<file path="src/rtl/mu_bus_arbiter.sv">
// mu_bus_arbiter: shares one MemoryUnit port between the CPU (master 0) and the DMA engine (master 1)
// Ports: clk, nreset (synchronous, active-low);
//        m0_*/m1_*: address/data/we/start requests in, busy/q handshake out, one private copy per master;
//        mu_*: single MemoryUnit bus (address/data/we/start out, initDone/busy/q in);
//        timeout_err: one-cycle pulse when the MemoryUnit never acknowledged a start.
module mu_bus_arbiter #(
  parameter int FIXED_PRIO  = 0,
  parameter int ACK_TIMEOUT = 15
) (
  input  logic        clk,
  input  logic        nreset,
  input  logic [26:0] m0_address,
  input  logic [31:0] m0_data,
  input  logic        m0_we,
  input  logic        m0_start,
  output logic        m0_busy,
  output logic [31:0] m0_q,
  input  logic [26:0] m1_address,
  input  logic [31:0] m1_data,
  input  logic        m1_we,
  input  logic        m1_start,
  output logic        m1_busy,
  output logic [31:0] m1_q,
  output logic [26:0] mu_address,
  output logic [31:0] mu_data,
  output logic        mu_we,
  output logic        mu_start,
  input  logic        mu_initDone,
  input  logic        mu_busy,
  input  logic [31:0] mu_q,
  output logic        timeout_err
);
  localparam int CW = $clog2(ACK_TIMEOUT + 1);
  localparam logic [1:0] IDLE = 2'd0, ACK = 2'd1, DONE = 2'd2;
  logic [1:0]        r_state;
  logic [1:0]        r_pend;
  logic [1:0][26:0]  r_addr;
  logic [1:0][31:0]  r_data;
  logic [1:0]        r_we;
  logic [1:0][31:0]  r_q;
  logic              r_last;
  logic              r_grant;
  logic [CW-1:0]     r_cnt;
  logic [1:0]        w_start;
  logic [1:0][26:0]  w_addr;
  logic [1:0][31:0]  w_data;
  logic [1:0]        w_we;
  logic              w_grant;
  assign w_start = {m1_start, m0_start};
  assign w_addr  = {m1_address, m0_address};
  assign w_data  = {m1_data, m0_data};
  assign w_we    = {m1_we, m0_we};
  // a lone request wins outright; a contention goes to master 0 or to whoever did not win last time
  assign w_grant = (r_pend == 2'b11) ? ((FIXED_PRIO != 0) ? 1'b0 : ~r_last) : r_pend[1];
  assign m0_busy = r_pend[0];
  assign m1_busy = r_pend[1];
  assign m0_q    = r_q[0];
  assign m1_q    = r_q[1];
  always_ff @(posedge clk) begin
    if (!nreset) begin
      r_state     <= IDLE;
      r_pend      <= '0;
      r_addr      <= '0;
      r_data      <= '0;
      r_we        <= '0;
      r_q         <= '0;
      r_last      <= 1'b1;
      r_grant     <= 1'b0;
      r_cnt       <= '0;
      mu_address  <= '0;
      mu_data     <= '0;
      mu_we       <= 1'b0;
      mu_start    <= 1'b0;
      timeout_err <= 1'b0;
    end else begin
      mu_start    <= 1'b0;
      timeout_err <= 1'b0;
      // capture and completion never touch the same master: capture needs pend low, completion needs it high
      for (int i = 0; i < 2; i++)
        if (w_start[i] && !r_pend[i]) begin
          r_pend[i] <= 1'b1;
          r_addr[i] <= w_addr[i];
          r_data[i] <= w_data[i];
          r_we[i]   <= w_we[i];
        end
      case (r_state)
        IDLE:
          if (mu_initDone && |r_pend) begin
            r_grant    <= w_grant;
            r_last     <= w_grant;
            mu_address <= r_addr[w_grant];
            mu_data    <= r_data[w_grant];
            mu_we      <= r_we[w_grant];
            mu_start   <= 1'b1;
            r_cnt      <= '0;
            r_state    <= ACK;
          end
        ACK:
          if (mu_busy) r_state <= DONE;
          else if (r_cnt == CW'(ACK_TIMEOUT - 1)) begin
            timeout_err     <= 1'b1;
            r_q[r_grant]    <= '0;
            r_pend[r_grant] <= 1'b0;
            r_state         <= IDLE;
          end else r_cnt <= r_cnt + 1'b1;
        DONE:
          if (!mu_busy) begin
            r_q[r_grant]    <= mu_q;
            r_pend[r_grant] <= 1'b0;
            r_state         <= IDLE;
          end
        default: r_state <= IDLE;
      endcase
    end
  end
endmodule

</file>
<file path="config.mk">
export PLATFORM = sky130hd
export DESIGN_NAME = mu_bus_arbiter
export DESIGN_NICKNAME = d
export VERILOG_FILES = /design/src/rtl/mu_bus_arbiter.sv
export SDC_FILE = /design/constraint.sdc
export NUM_CORES = 1
export LEC_CHECK = 0
export CORE_MARGIN = 2
export CORE_UTILIZATION = 50
export CTS_BUF_LIST = sky130_fd_sc_hd__clkbuf_8 sky130_fd_sc_hd__clkbuf_16
export DETAILED_ROUTE_END_ITERATION = 8
export PLACE_DENSITY_LB_ADDON = 0.3
export SLEW_MARGIN = 0
export SYNTH_ARGS = -nofsm -noshare
export SYNTH_HDL_FRONTEND = slang
export SYNTH_SLANG_ARGS = --single-unit
</file>
<file path="constraint.sdc">
create_clock -name clk -period 3.6 [get_ports clk]
set_clock_uncertainty 0.15 [all_clocks]
set_input_delay 0.72 -clock clk [delete_from_list [all_inputs] [get_ports clk]]
set_output_delay 0.72 -clock clk [all_outputs]
set_load 0.05 [all_outputs]
</file>
==> summary.md <==
| Metric | Value |
|---|---|
| Outcome | completed |
| Register bit total from synthesis | 256 |
| Mapped cell area | 9710 um2 |
| Row count | 50 |
| Total detailed-routing wirelength | 26600 um |
| Core box area | 18900 um2 |
| Clock Pin Slew Worst Setup and Hold Paths | 0.06 ns |
| Synth warnings | 0 |
| WP data required | 2.73 ns |
| Post_cts resized | 0 |
| Gr usage total | 24.8% |
| Slowest cell on crit path | clkdlybuf4s50_1 |
| Hold depth | 2 |
| Top cells by count, synth | nand2_1 (307), dfxtp_1 (256), a21oi_1 (125), clkbuf_1 (81), nor2_1 (66) |
| Final hold violation count | 0 |
| Layout cells sized above 1 | 5.08% |
| Worst r2r path cells | 7 |
| Hold WS | 0.299 ns |
| Clk_lat worst skew | 0.51 ns |
| XOR/XNOR share of the synthesized area | 0% |
| Filler instances | 1479 |
| Levels on crit path | 1 |
| Min-Delay Path Class | flip-flop to flip-flop |
| Power per standard cell area | 516 nW/um2 |
| Maximum clock rate | 352 MHz |
| Cell family with most CP delay | buffers and inverters |
| Pin count of the biggest net entering global routing | about 130 |
| Critical path peak fanout | 6 |
| Synth cell types | 37 |
| H-tree depth | 1 |
| Top cells by area, synth | dfxtp_1 (53%), nand2_1 (12%), a21oi_1 (6.4%) |
| RSZ-0062 raised after global routing | no |
| Simple-Gate Fraction of Synth Area | 19.8% |
| Overall Power | between 6000 and 7000 uW |
| Die X | 143 um |
| Endpoints failing setup | 0 |
| Setup CP Type | flip-flop to primary output |
| Vias in the first global route | 8259 |
| DRC | 0 |
| CTS Root Buffer Type | clkbuf_16 |
| Final setup TNS | 0 ns |
| R2R Path End | m0_q[21]$_SDFFE_PN0P_ |
| Hold Path End | m0_q[28]$_SDFFE_PN0P_ |
| # IOs | 286 |
| Startpoint Class | flip-flop |
| Syn nets | around 1300 |
| Reg area | 5120 um2 |
| GR Overflow Total | 0 |
| Peak VDD IR | 0.354 mV |
| Number of buffers created by CTS | 26 |
| Drt pass-1 iters | 5 |
| Complex-gate fraction of the synthesized area | 16.0% |
| Largest area contributor in the netlist | dfxtp_1 |
| Multi-input logic area | 4210 um2 |
| Setup bufs post-CTS | 0 |
| Crit-path cells | clkdlybuf4s50_1 |
| Routed WL per cell | about 16 um |
| Max-Cap Viols | 0 |
| Bufs on Longest Clock Path | 3 |
| Critical path endpoint category | primary output |
| Reg2reg setup slack | between 1 and 1.5 ns |
| Die height | 143 um |
| Initial core utilization | 51.4% |
| Post-synthesis mux area share | between 6 and 7% |
| I/O Buffers | between 200 and 300 |
| Asr flop ratio synth | 0% |
| Max Slew Vio Count | 0 |
| CP Buf/Inv Count | 1 |
| Synth Area in Adders | less than 1% |
| DR iter-0 viols | between 400 and 500 |
| Layout Nets | 1545 |
| Initial antenna violation count | 1 |
| Most common cell in the netlist | nand2_1 |
| Fin crit period | 2.84 ns |
| Period utilization | 78.9% |
| Die area | ~21000 um2 |
| Main synth FF type | dfxtp_1 |
| Slew margin rel. | 20.7% |
| Slew @ Worst Pin | between 1 and 1.5 ns |
| Sequential share of the synthesized area | 52.8% |
| Routability Congestion | 0.828 |
| First-pass GRT wire length | 41400 um |
| Via Count | ~8900 |
| CP arrival | 1.97 ns |
| Number of flops mapped to enable cells by yosys | 0 |
| ANT nets after route | 0 |
| Leakage | between 0.004 and 0.005 uW |
| Largest family of logic cells by synthesized area | simple AND/OR/NAND/NOR gates |
| Mean Syn Cell Area | 8.40 um2 |
| Vias per cell | 5.38 |
| HPWL Detailed | 17400 um |
| Worst r2r src | r_state[1]$_SDFFE_PN0P_ |
| CTS Hold Buffers Added | 0 |
| CTS tree | yes |
| Hold Startpoint | m0_q[28]$_SDFFE_PN0P_ |
| Cells after Synth | 1156 |
| CTS sink cnt | about 260 |
| Area share of the largest cell type after synthesis | 52.8% |
| Area growth, synth to finish | 39.2% |
| Max incr delay on CP | 0.91 ns |
## metal layers
metal / vias to the layer above / routed length [um] / global-route usage [%]
met2: 317 / 12900 / 42.3
met5: - / 0 / 0
met1: 4128 / 10900 / 31.1
li1: 4426 / - / -
met4: 0 / 915 / 9.39
met3: 59 / 1940 / 4.93
## placed cells by master, fill, tap and decap left out, types with 2 or more instances in the layout
| master | n |
|---|---|
| clkdlybuf4s50_1 | 284 |
| inv_1 | 14 |
| o21ai_0 | 63 |
| a211oi_1 | 60 |
| nand3_1 | 3 |
| nand4_1 | 65 |
| nand2_1 | 307 |
| o31ai_1 | 2 |
| nand2b_2 | 2 |
| diode_2 | 2 |
| a21oi_1 | 125 |
| or4_1 | 3 |
| nor2b_4 | 2 |
| buf_4 | 16 |
| clkbuf_8 | 8 |
| nand2b_1 | 2 |
| buf_12 | 2 |
| ha_1 | 4 |
| dfxtp_1 | 256 |
| clkbuf_16 | 27 |
| nor2_1 | 65 |
| o21ai_1 | 6 |
| mux2i_1 | 61 |
## cell families (layout without fill, tap and decap cells)
logic type | after synthesis | in the layout
AOI/OAI and AO/OA | 267 | 267
adders and majority gates | 5 | 5
muxes | 61 | 61
buffers and inverters | 111 | 354
other | 0 | 2
and+or+nand+nor | 456 | 456
DFF | 256 | 256
## worst max path at each step
stage	end	from
floorplan	r_cnt[3]$_SDFFE_PN0P_	mu_busy
global placement	r_cnt[3]$_SDFFE_PN0P_	mu_busy
detailed placement	r_cnt[3]$_SDFFE_PN0P_	mu_busy
CTS	m0_busy	r_pend[0]$_SDFF_PN0_
global route	m0_busy	r_pend[0]$_SDFF_PN0_
finish	m0_busy	r_pend[0]$_SDFF_PN0_
## state kept, by name, summed over array words and instances (netlist names)
signal and cells:
r_pend 2, m0_q 32, r_addr 54, r_we 2
r_cnt 4, mu_we 1, r_data 64, timeout_err 1
r_grant 1, mu_data 32, m1_q 32, r_last 1
mu_address 27, mu_start 1, r_state 2
## through the flow
step,utilization (%),cells,worst slack (ns),instance area (um2)
finish,71.6,1661,0.758,13500
CTS,71.6,1659,0.717,13500
global placement,67.2,1614,0.802,12700
detailed placement,67.2,1614,0.753,12700
global route,71.6,1660,0.708,13500
floorplan,-,1156,1.37,9710
## power by group
part | internal (uW) | switching, uW | total (uW)
clock network | 1510 | 1050 | 2560
registers | 3020 | 103 | 3120
logic | 513 | 789 | 1300
total | 5040 | 1950 | 6980
## cell type report
class                           count  share of cell area [%]
Tap cell                          260                    2.41
Sequential cell                   256                    37.9
Timing Repair Buffer              302                    22.2
Clock buffer                       35                    5.81
Multi-Input combinational cell    789                    31.1
Clock inverter                     10                   0.315
Inverter                            7                   0.231
Antenna cell                        2                  0.0370
Note: power is estimated with default switching activity, not from simulation.
